$ cat config.mk
export PLATFORM = sky130hd
export DESIGN_NAME = conv_chacc_relu_q4
export DESIGN_NICKNAME = d
export VERILOG_FILES = /design/src/rtl/cnn_q_pkg.sv /design/src/rtl/q_relu_round_sat.sv /design/src/rtl/conv_chacc_relu_q4.sv
export SDC_FILE = /design/constraint.sdc
export NUM_CORES = 1
export LEC_CHECK = 0
export CAP_MARGIN = 20
export CORE_UTILIZATION = 45
export DETAILED_ROUTE_END_ITERATION = 16
export HOLD_SLACK_MARGIN = 0.08
export PLACE_DENSITY = 0.7
export SYNTH_ARGS = -nofsm -noshare
export SYNTH_HDL_FRONTEND = slang
export SYNTH_SLANG_ARGS = --single-unit
export TNS_END_PERCENT = 20
$ cat constraint.sdc
create_clock -name clk -period 5.2 [get_ports clk]
set_clock_uncertainty 0.1 [all_clocks]
set_input_delay 1.3 -clock clk [delete_from_list [all_inputs] [get_ports clk]]
set_output_delay 1.3 -clock clk [all_outputs]
set_load 0.005 [all_outputs]
$ cat src/rtl/cnn_q_pkg.sv
`default_nettype none
// +----------------------------------------------------------------------+
// | cnn_q_pkg: shared widths, int4 limit, pixel FSM states, clog2 helper  |
// | Rev 1.0                                                               |
// +----------------------------------------------------------------------+
package cnn_q_pkg;

  localparam int c_in_w  = 12;
  localparam int c_acc_w = 16;
  localparam int c_out_w = 4;
  localparam int c_q4_max = (1 << (c_out_w - 1)) - 1;

  typedef enum logic [1:0] {
    ST_IDLE = 2'd0,
    ST_ACC  = 2'd1,
    ST_OUT  = 2'd2
  } state_t;

  function automatic int q_clog2(input int v);
    int r;
    int x;
    r = 0;
    x = v - 1;
    while (x > 0) begin
      r = r + 1;
      x = x >> 1;
    end
    return r;
  endfunction

endpackage
`default_nettype wire

$ cat src/rtl/q_relu_round_sat.sv
`default_nettype none
// +----------------------------------------------------------------------+
// | q_relu_round_sat: ReLU, round-half-up shift and clamp to OUT_W signed |
// | Rev 1.0                                                               |
// +----------------------------------------------------------------------+
module q_relu_round_sat #(
  parameter int Y_W   = 17,
  parameter int SHIFT = 3,
  parameter int OUT_W = 4
) (
  input  logic signed [Y_W-1:0]   y,
  output logic        [OUT_W-1:0] q,
  output logic                    sat
);

  localparam logic signed [Y_W:0] c_half = {{Y_W{1'b0}}, 1'b1} << (SHIFT - 1);
  localparam logic signed [Y_W:0] c_max  = {{(Y_W + 2 - OUT_W){1'b0}}, {(OUT_W - 1){1'b1}}};

  logic signed [Y_W:0] w_sum;
  logic signed [Y_W:0] w_r;
  logic                w_pos;

  // One extra bit keeps the rounding add from wrapping on the largest positive y.
  assign w_sum = {y[Y_W-1], y} + c_half;
  assign w_r   = w_sum >>> SHIFT;
  assign w_pos = !y[Y_W-1] && (|y);
  assign sat   = w_pos && (w_r > c_max);

  always_comb begin
    q = '0;
    if (sat) begin
      q = c_max[OUT_W-1:0];
    end else if (w_pos) begin
      q = w_r[OUT_W-1:0];
    end
  end

endmodule
`default_nettype wire

$ cat src/rtl/conv_chacc_relu_q4.sv
`default_nettype none
// +----------------------------------------------------------------------+
// | conv_chacc_relu_q4: channel accumulate + bias, ReLU, requantise int4 |
// | Rev 1.0                                                               |
// +----------------------------------------------------------------------+
module conv_chacc_relu_q4
  import cnn_q_pkg::*;
#(
  parameter int IN_W   = c_in_w,
  parameter int NUM_CH = 4,
  parameter int ACC_W  = c_acc_w,
  parameter int SHIFT  = 3,
  parameter int OUT_W  = c_out_w,
  localparam int CH_W  = (q_clog2(NUM_CH) < 1) ? 1 : q_clog2(NUM_CH)
) (
  input  logic                    clk,
  input  logic                    rst_n,
  input  logic                    flush,
  input  logic signed [ACC_W-1:0] bias,
  input  logic                    in_valid,
  output logic                    in_ready,
  input  logic signed [IN_W-1:0]  in_data,
  output logic                    out_valid,
  input  logic                    out_ready,
  output logic        [OUT_W-1:0] out_data,
  output logic                    out_sat,
  output logic        [CH_W-1:0]  ch_idx
);

  generate
    if (ACC_W < IN_W + q_clog2(NUM_CH) + 1) begin : g_bad_acc_w
      $error("conv_chacc_relu_q4: ACC_W too narrow for IN_W and NUM_CH");
    end
    if (NUM_CH < 1 || SHIFT < 1) begin : g_bad_params
      $error("conv_chacc_relu_q4: NUM_CH and SHIFT must be >= 1");
    end
  endgenerate

  state_t                  r_state;
  state_t                  w_state_nxt;
  logic signed [ACC_W-1:0] r_acc;
  logic        [CH_W-1:0]  r_ch_idx;
  logic                    r_out_valid;
  logic        [OUT_W-1:0] r_out_data;
  logic                    r_out_sat;

  logic                    w_accept;
  logic                    w_last;
  logic signed [ACC_W-1:0] w_base;
  logic signed [ACC_W:0]   w_in_ext;
  logic signed [ACC_W:0]   w_y;
  logic        [OUT_W-1:0] w_q;
  logic                    w_q_sat;

  assign in_ready  = (r_state != ST_OUT);
  assign w_accept  = in_valid && in_ready;
  assign w_last    = (r_state == ST_IDLE) ? (NUM_CH == 1)
                                          : (r_ch_idx == CH_W'(NUM_CH - 1));
  // Bias enters on the first beat so the accumulator never needs a separate load cycle.
  assign w_base    = (r_state == ST_IDLE) ? bias : r_acc;
  assign w_in_ext  = {{(ACC_W + 1 - IN_W){in_data[IN_W-1]}}, in_data};
  assign w_y       = {w_base[ACC_W-1], w_base} + w_in_ext;

  q_relu_round_sat #(
    .Y_W   (ACC_W + 1),
    .SHIFT (SHIFT),
    .OUT_W (OUT_W)
  ) u_quant (
    .y   (w_y),
    .q   (w_q),
    .sat (w_q_sat)
  );

  always_ff @(posedge clk or negedge rst_n) begin
    if (!rst_n) begin
      r_state <= ST_IDLE;
    end else begin
      r_state <= w_state_nxt;
    end
  end

  always_comb begin
    w_state_nxt = r_state;
    case (r_state)
      ST_IDLE: if (w_accept) w_state_nxt = w_last ? ST_OUT : ST_ACC;
      ST_ACC:  if (w_accept && w_last) w_state_nxt = ST_OUT;
      ST_OUT:  if (out_ready) w_state_nxt = ST_IDLE;
      default: w_state_nxt = ST_IDLE;
    endcase
    if (flush) begin
      w_state_nxt = ST_IDLE;
    end
  end

  always_ff @(posedge clk or negedge rst_n) begin
    if (!rst_n) begin
      r_acc       <= '0;
      r_ch_idx    <= '0;
      r_out_valid <= 1'b0;
      r_out_data  <= '0;
      r_out_sat   <= 1'b0;
    end else if (flush) begin
      r_ch_idx    <= '0;
      r_out_valid <= 1'b0;
    end else if (w_accept) begin
      r_acc <= w_y[ACC_W-1:0];
      if (w_last) begin
        r_ch_idx    <= '0;
        r_out_valid <= 1'b1;
        r_out_data  <= w_q;
        r_out_sat   <= w_q_sat;
      end else begin
        r_ch_idx <= r_ch_idx + CH_W'(1);
      end
    end else if (r_state == ST_OUT && out_ready) begin
      r_out_valid <= 1'b0;
    end
  end

  assign out_valid = r_out_valid;
  assign out_data  = r_out_data;
  assign out_sat   = r_out_sat;
  assign ch_idx    = r_ch_idx;

endmodule
`default_nettype wire

==> impl_metrics.toml <==
[global_routing]
grt_util_all_layers_pct = 21.5
antenna_found_initial = 0
grt_pass1_wl_um = 9490
first_global_vias = 2113
grt_max_degree = 27
grt.overflow.total = 0

[routing]
wirelength_um = 5820
routed_via_density = 5.60
ant_nets = 0
vias = 2251
routedWlPerCell_um = 14.5
drc = 0
firstDrtPassIters = 4
drt_iter0_drc = 68

[power_and_ir_drop]
power_uw = 1000
p_per_area_mw_per_mm2 = 329
leakage_uw = 0.00132
max-vdd-ir-drop_mv = 0.139

[placed_design]
numPortBuffers = 41
dp_hpwl_um = 4580
gp_congestion = 0.913

[yosys]
ys_ff_latch = 26
async_flop_share_pct = 100
synth_edf_count = 0
syn_area_mm2 = 0.00244
ys_warn_count = 0
synth.avg_cell_area_um2 = 8.53
synth_fp_nets = 339
seq_area_frac_synth_pct = 26.7
netlist.top_cell.by_area = "dfrtp_1"
synth_top_area_share_pct = 26.7
ys.flop_type = "dfrtp_1"
synth_cell_types = 65
synthCells = 286
synthTopCellsByArea = "dfrtp_1, ha_1, mux2_2"

[critical_path]
cp.arrival_ns = 4.84
required_ns = 5.26
endpoint_kind = "flop"
worst-setup-path-type = "in2reg"
path_max_fanout = 4
critical_path.startpoint_type = "primary input"

[run_status]
status = "finished clean"

[cts]
cts_sinks = 26
cts_resized = 0
clk_pin_slew_worst_paths_ns = 0.10
cts_buffers = 3
root_buffer = "clkbuf_8"
worstSkewPairLatency_ns = 0.27
hold_buffers = 0
clock_path_buffers = 2
tritoncts = "done"
cts.htree.levels = 1
postCtsSetupRepairBufs = 0

[timing]
max_freq_mhz = 209
hold_violations = 0
maxSlewViolCount = 0
worst_pin_slew_ns = 0.580
slew-limit-headroom_pct = 61.1
post-route-min-period_ns = 4.78
fin_crit_sh_pct = 91.9
rsz0062_at_grt = "false"
finalSetupViolations = 0
fin_tns_setup_ns = 0

[floorplan]
die_w_um = 75.6
start_util_pct = 47.1
io_pins = 42
fp.dieH_um = 75.6
core-area_mm2 = 0.00517
dieArea_mm2 = 0.00572
rows = 26

[min_path]
hp-class = "reg2reg"

[layout]
antenna_cells = 0
nets = 386
area_growth_pct = 24.5
drive_above_1_share_pct = 15.1
fillers = 483

[run]
maxCapViolCount = 0
-- registers in the layout (all words and copies together) (netlist names) --
name,count
out_sat,1
ch_idx,2
out_valid,1
r_state,2
out_data,4
r_acc,16
-- final cells by class --
| type | count | area (um2) | area share (%) |
|---|---|---|---|
| clock buffers | 3 | 41.3 | 1.36 |
| clock inverters | 1 | 30.0 | 0.989 |
| inverters | 8 | 30.0 | 0.989 |
| multi-input cells | 242 | 1700 | 56.1 |
| flip-flops and latches | 26 | 651 | 21.4 |
| well taps | 70 | 87.6 | 2.88 |
| repair buffers | 52 | 493 | 16.2 |
-- cell families (layout without fill, tap and decap cells) --
| group | after synthesis | in the layout | synth area share (%) |
|---|---|---|---|
| simple gates | 117 | 117 | 24.8 |
| compound gates | 76 | 76 | 22.4 |
| flops | 26 | 26 | 26.7 |
| fa+ha+maj | 20 | 20 | 10.6 |
| buf+inv | 18 | 64 | 3.44 |
| mux | 17 | 17 | 7.80 |
| xor+xnor | 12 | 12 | 4.31 |
-- worst paths after layout --
check	startpoint	end	slack, ns	cells after the start
min in group asynchronous	rst_n	r_acc[2]$_DFFE_PN0P_	1.30	2
worst min register to register	r_acc[10]$_DFFE_PN0P_	r_acc[10]$_DFFE_PN0P_	0.38	2
worst max-delay path	bias[0]	out_sat$_DFFE_PN0P_	0.42	15
max in group asynchronous	rst_n	r_state[0]$_DFFE_PN0P_	3.44	2
worst max register to register	r_state[1]$_DFFE_PN0P_	out_sat$_DFFE_PN0P_	0.87	16
worst min-delay path	r_acc[10]$_DFFE_PN0P_	r_acc[10]$_DFFE_PN0P_	0.38	2
-- cell usage after synthesis (all sizes together), types with 3 or more instances --
master,n
nand3,10
a21o,4
and3,4
o21ai,13
a21boi,3
nor2b,3
a21oi,25
nor2,17
nor4,3
buf,3
or3,3
nor3,5
inv,8
ha,19
dfrtp,26
nand2,49
mux2,16
and2,3
clkbuf,7
or4,3
or2,3
o211ai,3
nand2b,3
xor2,7
xnor2,5
a32oi,3
a211oi,3
-- metrics by stage --
stage	hold WS, ns	setup slack (ns)	instances	util [%]	instance area, um2
2_1_floorplan	0.342	0.611	286	-	2440
3_3_place_gp	0.356	0.250	398	57.3	2970
3_5_place_dp	0.359	0.170	398	57.3	2970
4_1_cts	0.383	0.422	402	58.7	3040
5_1_grt	0.403	0.115	402	58.7	3040
6_report	0.382	0.421	402	58.7	3040
-- worst max-delay path: stages --
cell	delay, ns
clkdlybuf4s50_1	0.40
mux2_2	0.27
ha_1	0.22
fa_1	0.42
a21oi_1	0.15
buf_4	0.15
o221ai_2	0.10
xor2_1	0.25
inv_1	0.10
or4_4	0.50
a211o_1	0.29
a221oi_2	0.25
a21boi_2	0.21
a21boi_1	0.17
o21ai_1	0.07
-- per-layer routing --
metal	wire length [um]	GRT usage, %	vias to the layer above	share of wire [%]
met4	55	4.12	0	0.95
met1	2820	28.7	1044	48
met3	195	2.65	8	3.4
li1	-	-	1146	-
met5	0	0	-	0
met2	2750	37.8	53	47
-- power breakdown --
part           internal, uW  total, uW  switching (uW)
logic                   249        556             306
clock network           103        173            70.3
registers               246        271            24.9
-- cell usage in the layout (no fill, tap or decap), drive strengths merged, types with 8 or more instances in the layout --
master,instances
nand3,10
buf,11
nor2,17
a21oi,25
clkdlybuf4s50,41
ha,19
mux2,16
o21ai,13
inv,8
nand2,49
dfrtp,26
(Power assumes the default switching activity.)
